[src/rtl/reg_file_2r1w.sv]
// 32x32 register file, two registered read ports, one write port, r0 hardwired to zero.
// Build option: define REG_FILE_BYPASS_EN to forward same-edge write data to the read ports.
module reg_file_2r1w #(
    parameter int                    DATA_WIDTH = 32,
    parameter int                    SP_INDEX   = 29,
    parameter logic [DATA_WIDTH-1:0] SP_RESET   = 32'h03FF_FFFF
) (
    input  logic                  CLK,
    input  logic                  RST,
    input  logic                  READ,
    input  logic                  WRITE,
    input  logic [4:0]            ADDR_R1,
    input  logic [4:0]            ADDR_R2,
    input  logic [4:0]            ADDR_W,
    input  logic [DATA_WIDTH-1:0] DATA_W,
    output logic [DATA_WIDTH-1:0] DATA_R1,
    output logic [DATA_WIDTH-1:0] DATA_R2,
    output logic                  R_VALID
);
    localparam int NUM_REGS = 32;

    logic [NUM_REGS-1:0][DATA_WIDTH-1:0] rf;
    logic [NUM_REGS-1:1]                 wr_en;
    logic [DATA_WIDTH-1:0]               sel_r1, sel_r2;
    logic [DATA_WIDTH-1:0]               rd1_nxt, rd2_nxt;
    logic                                vld_q;

    // 5-to-32 write decoder; entry 0 has no load enable at all
    always_comb begin
        wr_en = '0;
        for (int i = 1; i < NUM_REGS; i++)
            wr_en[i] = WRITE && (ADDR_W == 5'(i));
    end

    assign rf[0] = '0;

    genvar g;
    generate
        for (g = 1; g < NUM_REGS; g++) begin : g_reg
            reg_cell #(
                .W        (DATA_WIDTH),
                .RESET_VAL((g == SP_INDEX) ? SP_RESET : '0)
            ) u_cell (
                .clk (CLK),
                .rst (RST),
                .load(wr_en[g]),
                .d   (DATA_W),
                .q   (rf[g])
            );
        end
    endgenerate

    mux32_32x1 #(.W(DATA_WIDTH)) u_mux_r1 (
        .d  (rf),
        .sel(ADDR_R1),
        .y  (sel_r1)
    );

    mux32_32x1 #(.W(DATA_WIDTH)) u_mux_r2 (
        .d  (rf),
        .sel(ADDR_R2),
        .y  (sel_r2)
    );

`ifdef REG_FILE_BYPASS_EN
    logic fwd_r1, fwd_r2;

    // r0 never forwards: a write to index 0 is dropped, so reads of 0 stay 0
    assign fwd_r1  = WRITE && (ADDR_W != 5'd0) && (ADDR_R1 == ADDR_W);
    assign fwd_r2  = WRITE && (ADDR_W != 5'd0) && (ADDR_R2 == ADDR_W);
    assign rd1_nxt = fwd_r1 ? DATA_W : sel_r1;
    assign rd2_nxt = fwd_r2 ? DATA_W : sel_r2;
`else
    assign rd1_nxt = sel_r1;
    assign rd2_nxt = sel_r2;
`endif

    always_ff @(posedge CLK or posedge RST) begin
        if (RST) begin
            DATA_R1 <= '0;
            DATA_R2 <= '0;
            vld_q   <= 1'b0;
        end else begin
            vld_q <= READ;
            if (READ) begin
                DATA_R1 <= rd1_nxt;
                DATA_R2 <= rd2_nxt;
            end
        end
    end

    assign R_VALID = vld_q;

endmodule

// One storage register with load enable and per-instance reset value.
module reg_cell #(
    parameter int           W         = 32,
    parameter logic [W-1:0] RESET_VAL = '0
) (
    input  logic         clk,
    input  logic         rst,
    input  logic         load,
    input  logic [W-1:0] d,
    output logic [W-1:0] q
);
    always_ff @(posedge clk or posedge rst) begin
        if (rst)       q <= RESET_VAL;
        else if (load) q <= d;
    end
endmodule

// 32:1 mux as a five-level 2:1 tree; sel[0] picks within adjacent pairs.
module mux32_32x1 #(
    parameter int W = 32
) (
    input  logic [31:0][W-1:0] d,
    input  logic [4:0]         sel,
    output logic [W-1:0]       y
);
    logic [15:0][W-1:0] s4;
    logic [7:0][W-1:0]  s3;
    logic [3:0][W-1:0]  s2;
    logic [1:0][W-1:0]  s1;

    genvar i;
    generate
        for (i = 0; i < 16; i++) begin : g_l4
            assign s4[i] = sel[0] ? d[2*i+1] : d[2*i];
        end
        for (i = 0; i < 8; i++) begin : g_l3
            assign s3[i] = sel[1] ? s4[2*i+1] : s4[2*i];
        end
        for (i = 0; i < 4; i++) begin : g_l2
            assign s2[i] = sel[2] ? s3[2*i+1] : s3[2*i];
        end
        for (i = 0; i < 2; i++) begin : g_l1
            assign s1[i] = sel[3] ? s2[2*i+1] : s2[2*i];
        end
    endgenerate

    assign y = sel[4] ? s1[1] : s1[0];
endmodule
[config.mk]
export PLATFORM = sky130hd
export DESIGN_NAME = reg_file_2r1w
export DESIGN_NICKNAME = d
export VERILOG_FILES = /design/src/rtl/reg_file_2r1w.sv
export SDC_FILE = /design/constraint.sdc
export NUM_CORES = 2
export LEC_CHECK = 0
export BUFFER_PORTS_ARGS = -buffer_cell sky130_fd_sc_hd__buf_2
export CAP_MARGIN = 10
export CORE_MARGIN = 2
export CORE_UTILIZATION = 40
export CTS_CLUSTER_SIZE = 8
export DETAILED_ROUTE_END_ITERATION = 6
export MAX_ROUTING_LAYER = met4
export PLACE_DENSITY_LB_ADDON = 0.05
export SLEW_MARGIN = 30
export SYNTH_ARGS = -nofsm -noshare
export SYNTH_HDL_FRONTEND = slang
export SYNTH_SLANG_ARGS = --single-unit
[constraint.sdc]
create_clock -name CLK -period 31.8 [get_ports CLK]
set_input_delay 4.77 -clock CLK [delete_from_list [all_inputs] [get_ports CLK]]
set_output_delay 4.77 -clock CLK [all_outputs]
set_load 0.02 [all_outputs]
==> metrics.log <==
INFO  metric grt_pass1_wl = around 280000 µm
INFO  metric yosys_most_used_dff = sky130_fd_sc_hd__dfrtp_1
INFO  metric clk_pin_slew = 0.05 ns
INFO  metric yosys-top-cells-count = sky130_fd_sc_hd__dfrtp_1, sky130_fd_sc_hd__mux2_2, sky130_fd_sc_hd__mux4_2
INFO  metric grt_max_degree = 189
INFO  metric cts_hold_buffers = 0
INFO  metric min_path_type = register to register
INFO  metric finish.net_count = 3700
INFO  metric relSlewSlack = between 20% and 30%
INFO  metric final_cell_count_no_fill = roughly 5600
INFO  metric pin_count = 116
INFO  metric syn_inst = 3684
INFO  metric cts_tree = done
INFO  metric worstPathRequired = 32.50 ns
INFO  metric critical_path.endpoint_type = register
INFO  metric routed_via_density = 6.42
INFO  metric die_area = 0.142 mm²
INFO  metric report.final.hold_viol_count = 0
INFO  metric core_area = 0.137 mm²
INFO  metric post_synth_num_cell_types = 42
INFO  metric fmaxAchievable = 122 MHz
INFO  metric worstPathCellList = buf_8 -> buf_6 -> buf_4 -> buf_4 -> mux4_2 -> mux2i_1 -> a2111oi_0 -> a311o_1
INFO  metric ys_seq_area_share = between 40% and 50%
INFO  metric synthMostInstantiatedCell = sky130_fd_sc_hd__dfrtp_1
INFO  metric maxCapViolCount = 0
INFO  metric layout-drive-gt1-share = between 40 and 50%
INFO  metric track_usage = slightly below 30%
INFO  metric setup_fix_buffers_added_after_clock_tree_synthesis = 0
INFO  metric io_buffers = approximately 120
INFO  metric routed_wire_length_per_instance = between 30 and 40 µm
INFO  metric power_density_over_the_cells = 66.3 mW/mm²
INFO  metric cp-start-kind = input port
INFO  metric initial_core_util = between 40% and 50%
INFO  metric worst_path_most_repeated_cell = sky130_fd_sc_hd__buf_4
INFO  metric antenna_found_initial = 10
INFO  metric floorplan.die.height = 376 µm
INFO  metric cts.sink_count = 1057
INFO  metric max_stage_delay = between 0.9 and 1 ns
INFO  metric setup.worst_path.class = input port to register
INFO  metric yosys_warnings = 0
INFO  metric setup_viol = 0
INFO  metric vdd_ir_drop_max = 0.0482 mV
INFO  metric final_max_slew_viol_count = 0
INFO  metric grt_setup_unrepaired = no
INFO  metric first_iter_violations = 2983
INFO  metric run_status = complete, no violations
INFO  metric globalRoute.totalOverflow = 0
INFO  metric syn_area_per_cell = ~15 µm²
INFO  metric setup_ws = ~24 ns
INFO  metric placedCellCount = 5286
INFO  metric clock_skew = 0.0195 ns
INFO  metric worst-r2r-setup-slack = between 20 and 30 ns
INFO  metric dp_hpwl = between 100000 and 150000 µm
INFO  metric drc_errors = 0
INFO  metric netlist_area = ~0.055 mm²
INFO  metric synth_top_area_share = between 40% and 50%
INFO  metric ys_async_sr_fraction = 100%
INFO  metric finalSetupTns = 0 ns
INFO  metric cts-buffers-inserted = 151
INFO  metric clk_root_buffer_cell = sky130_fd_sc_hd__clkbuf_16
INFO  metric ctsLongestPathBuffers = 3
INFO  metric worstSkewPairLatency = a little under 0.8 ns
INFO  metric grt_pass1_vias = 38400
INFO  metric tightestPinTransition = ~1.1 ns
INFO  metric post_cts.resized_instances = 0
INFO  metric synth-seq-cells = between 1000 and 1500
INFO  metric via_count = roughly 36000
INFO  metric drt_pre_antenna_iters = 5
INFO  metric total_leakage_power = 0.0267 µW
INFO  metric filler_cell_count = approximately 12000
INFO  metric final.period_utilization = 25.8%
INFO  metric dp_slack = around 22 ns
INFO  metric crit_slowest_cell = sky130_fd_sc_hd__a2111oi_0
INFO  metric row_count = 136
INFO  metric yosys-top-cells-area = sky130_fd_sc_hd__dfrtp_1, sky130_fd_sc_hd__mux4_2, sky130_fd_sc_hd__mux2_2, sky130_fd_sc_hd__mux2_1, sky130_fd_sc_hd__mux2i_1
INFO  metric cp_max_fo = 45
INFO  metric synthDominantAreaCellType = sky130_fd_sc_hd__dfrtp_1
INFO  metric gpl.final_weighted_congestion = 0.774
INFO  metric synth_edf_count = 0
INFO  metric detail_route.wirelength = 195000 µm
INFO  metric cts_htree_levels = 4
INFO  metric dieWidth = about 380 µm
INFO  metric crit_arrival = about 9 ns
INFO  metric area_growth = 12.3%
INFO  metric syn_nets = 3735
INFO  metric final_period_minus_worst_setup_slack = 8.22 ns
INFO  metric holdWs = 0.490 ns
INFO  metric antenna_left = 0
-- cells by family (layout without fill, tap and decap cells) --
logic type | after synthesis | after routing | share of synthesized area (%)
other | 0 | 1 | 0
buffers and inverters | 402 | 478 | 3.05
muxes | 1664 | 1664 | 42.5
DFF | 1057 | 1057 | 47.8
AOI/OAI and AO/OA | 279 | 279 | 4.22
and+or+nand+nor | 282 | 282 | 2.45
-- final cells by class --
| cell class | count | area (µm²) | share of cell area (%) |
|---|---|---|---|
| Inverter | 5 | 25.0 | 0.0402 |
| Tap cell | 1794 | 2240 | 3.61 |
| Clock inverter | 7 | 87.6 | 0.141 |
| Timing Repair Buffer | 209 | 1580 | 2.53 |
| Antenna cell | 1 | 2.50 | 0.00402 |
| Sequential cell | 1057 | 26500 | 42.5 |
| Clock buffer | 257 | 4380 | 7.03 |
| Multi-Input combinational cell | 2225 | 27500 | 44.1 |
-- worst paths after layout --
check | startpoint | cells past startpoint | to
max in group asynchronous | RST | 6 | g_reg[29].u_cell.q[16]$_DFFE_PP1P_
max reg2reg | g_reg[3].u_cell.q[30]$_DFFE_PP0P_ | 5 | DATA_R2[30]$_DFFE_PP0P_
min | DATA_R2[3]$_DFFE_PP0P_ | 2 | DATA_R2[3]$_DFFE_PP0P_
min in group asynchronous | RST | 2 | g_reg[24].u_cell.q[6]$_DFFE_PP0P_
min reg2reg | DATA_R2[3]$_DFFE_PP0P_ | 2 | DATA_R2[3]$_DFFE_PP0P_
max | ADDR_R1[0] | 8 | DATA_R1[6]$_DFFE_PP0P_
-- registers in the layout (all words and copies together), names as in the netlist --
signal,flops
R_VALID,1
DATA_R2,32
DATA_R1,32
g.u_cell.q,992
-- worst max-delay path: cells and delay by family --
| kind | cells | cell delay, ns |
|---|---|---|
| multiplexers | 2 | 0.45 |
| AO/OA/AOI/OAI | 2 | 1.12 |
| buffers and inverters | 4 | 2.50 |
-- where the power goes --
group,total (µW),internal [µW],switching [µW]
combinational,777,452,325
clock,1540,927,618
sequential,1810,1610,192
-- through the flow --
step | utilization, % | total power (µW) | cell area, µm²
after floorplan | - | 2370 | 55400
after global placement | 41.8 | 2550 | 57500
after detailed placement | 41.9 | 2600 | 57700
after CTS | 45.2 | 4170 | 62100
after global routing | 45.3 | 4320 | 62300
final | 45.3 | 4130 | 62300
-- per-layer routing --
layer | global-route usage, % | vias to the layer above | routed length, µm
met2 | 43.0 | 1172 | 89600
met1 | 40.1 | 19900 | 88800
met3 | 4.96 | 350 | 10700
met5 | - | - | 0
met4 | 9.22 | 0 | 6100
li1 | - | 14300 | -
-- cell usage in the layout (no fill, tap or decap), drive strengths merged, types with 26 or more instances in the layout --
master,netlist,final
a2111oi,30,30
nand2b,29,29
nor2,88,88
mux2i,96,96
a311o,30,30
a221oi,82,82
nand2,63,63
dfstp,26,26
o221ai,32,32
buf,148,208
mux4,438,438
clkbuf,249,258
mux2,1130,1130
dfrtp,1031,1031
nand3,29,29
nor2b,59,59
Note: power is estimated with default switching activity, not from simulation.
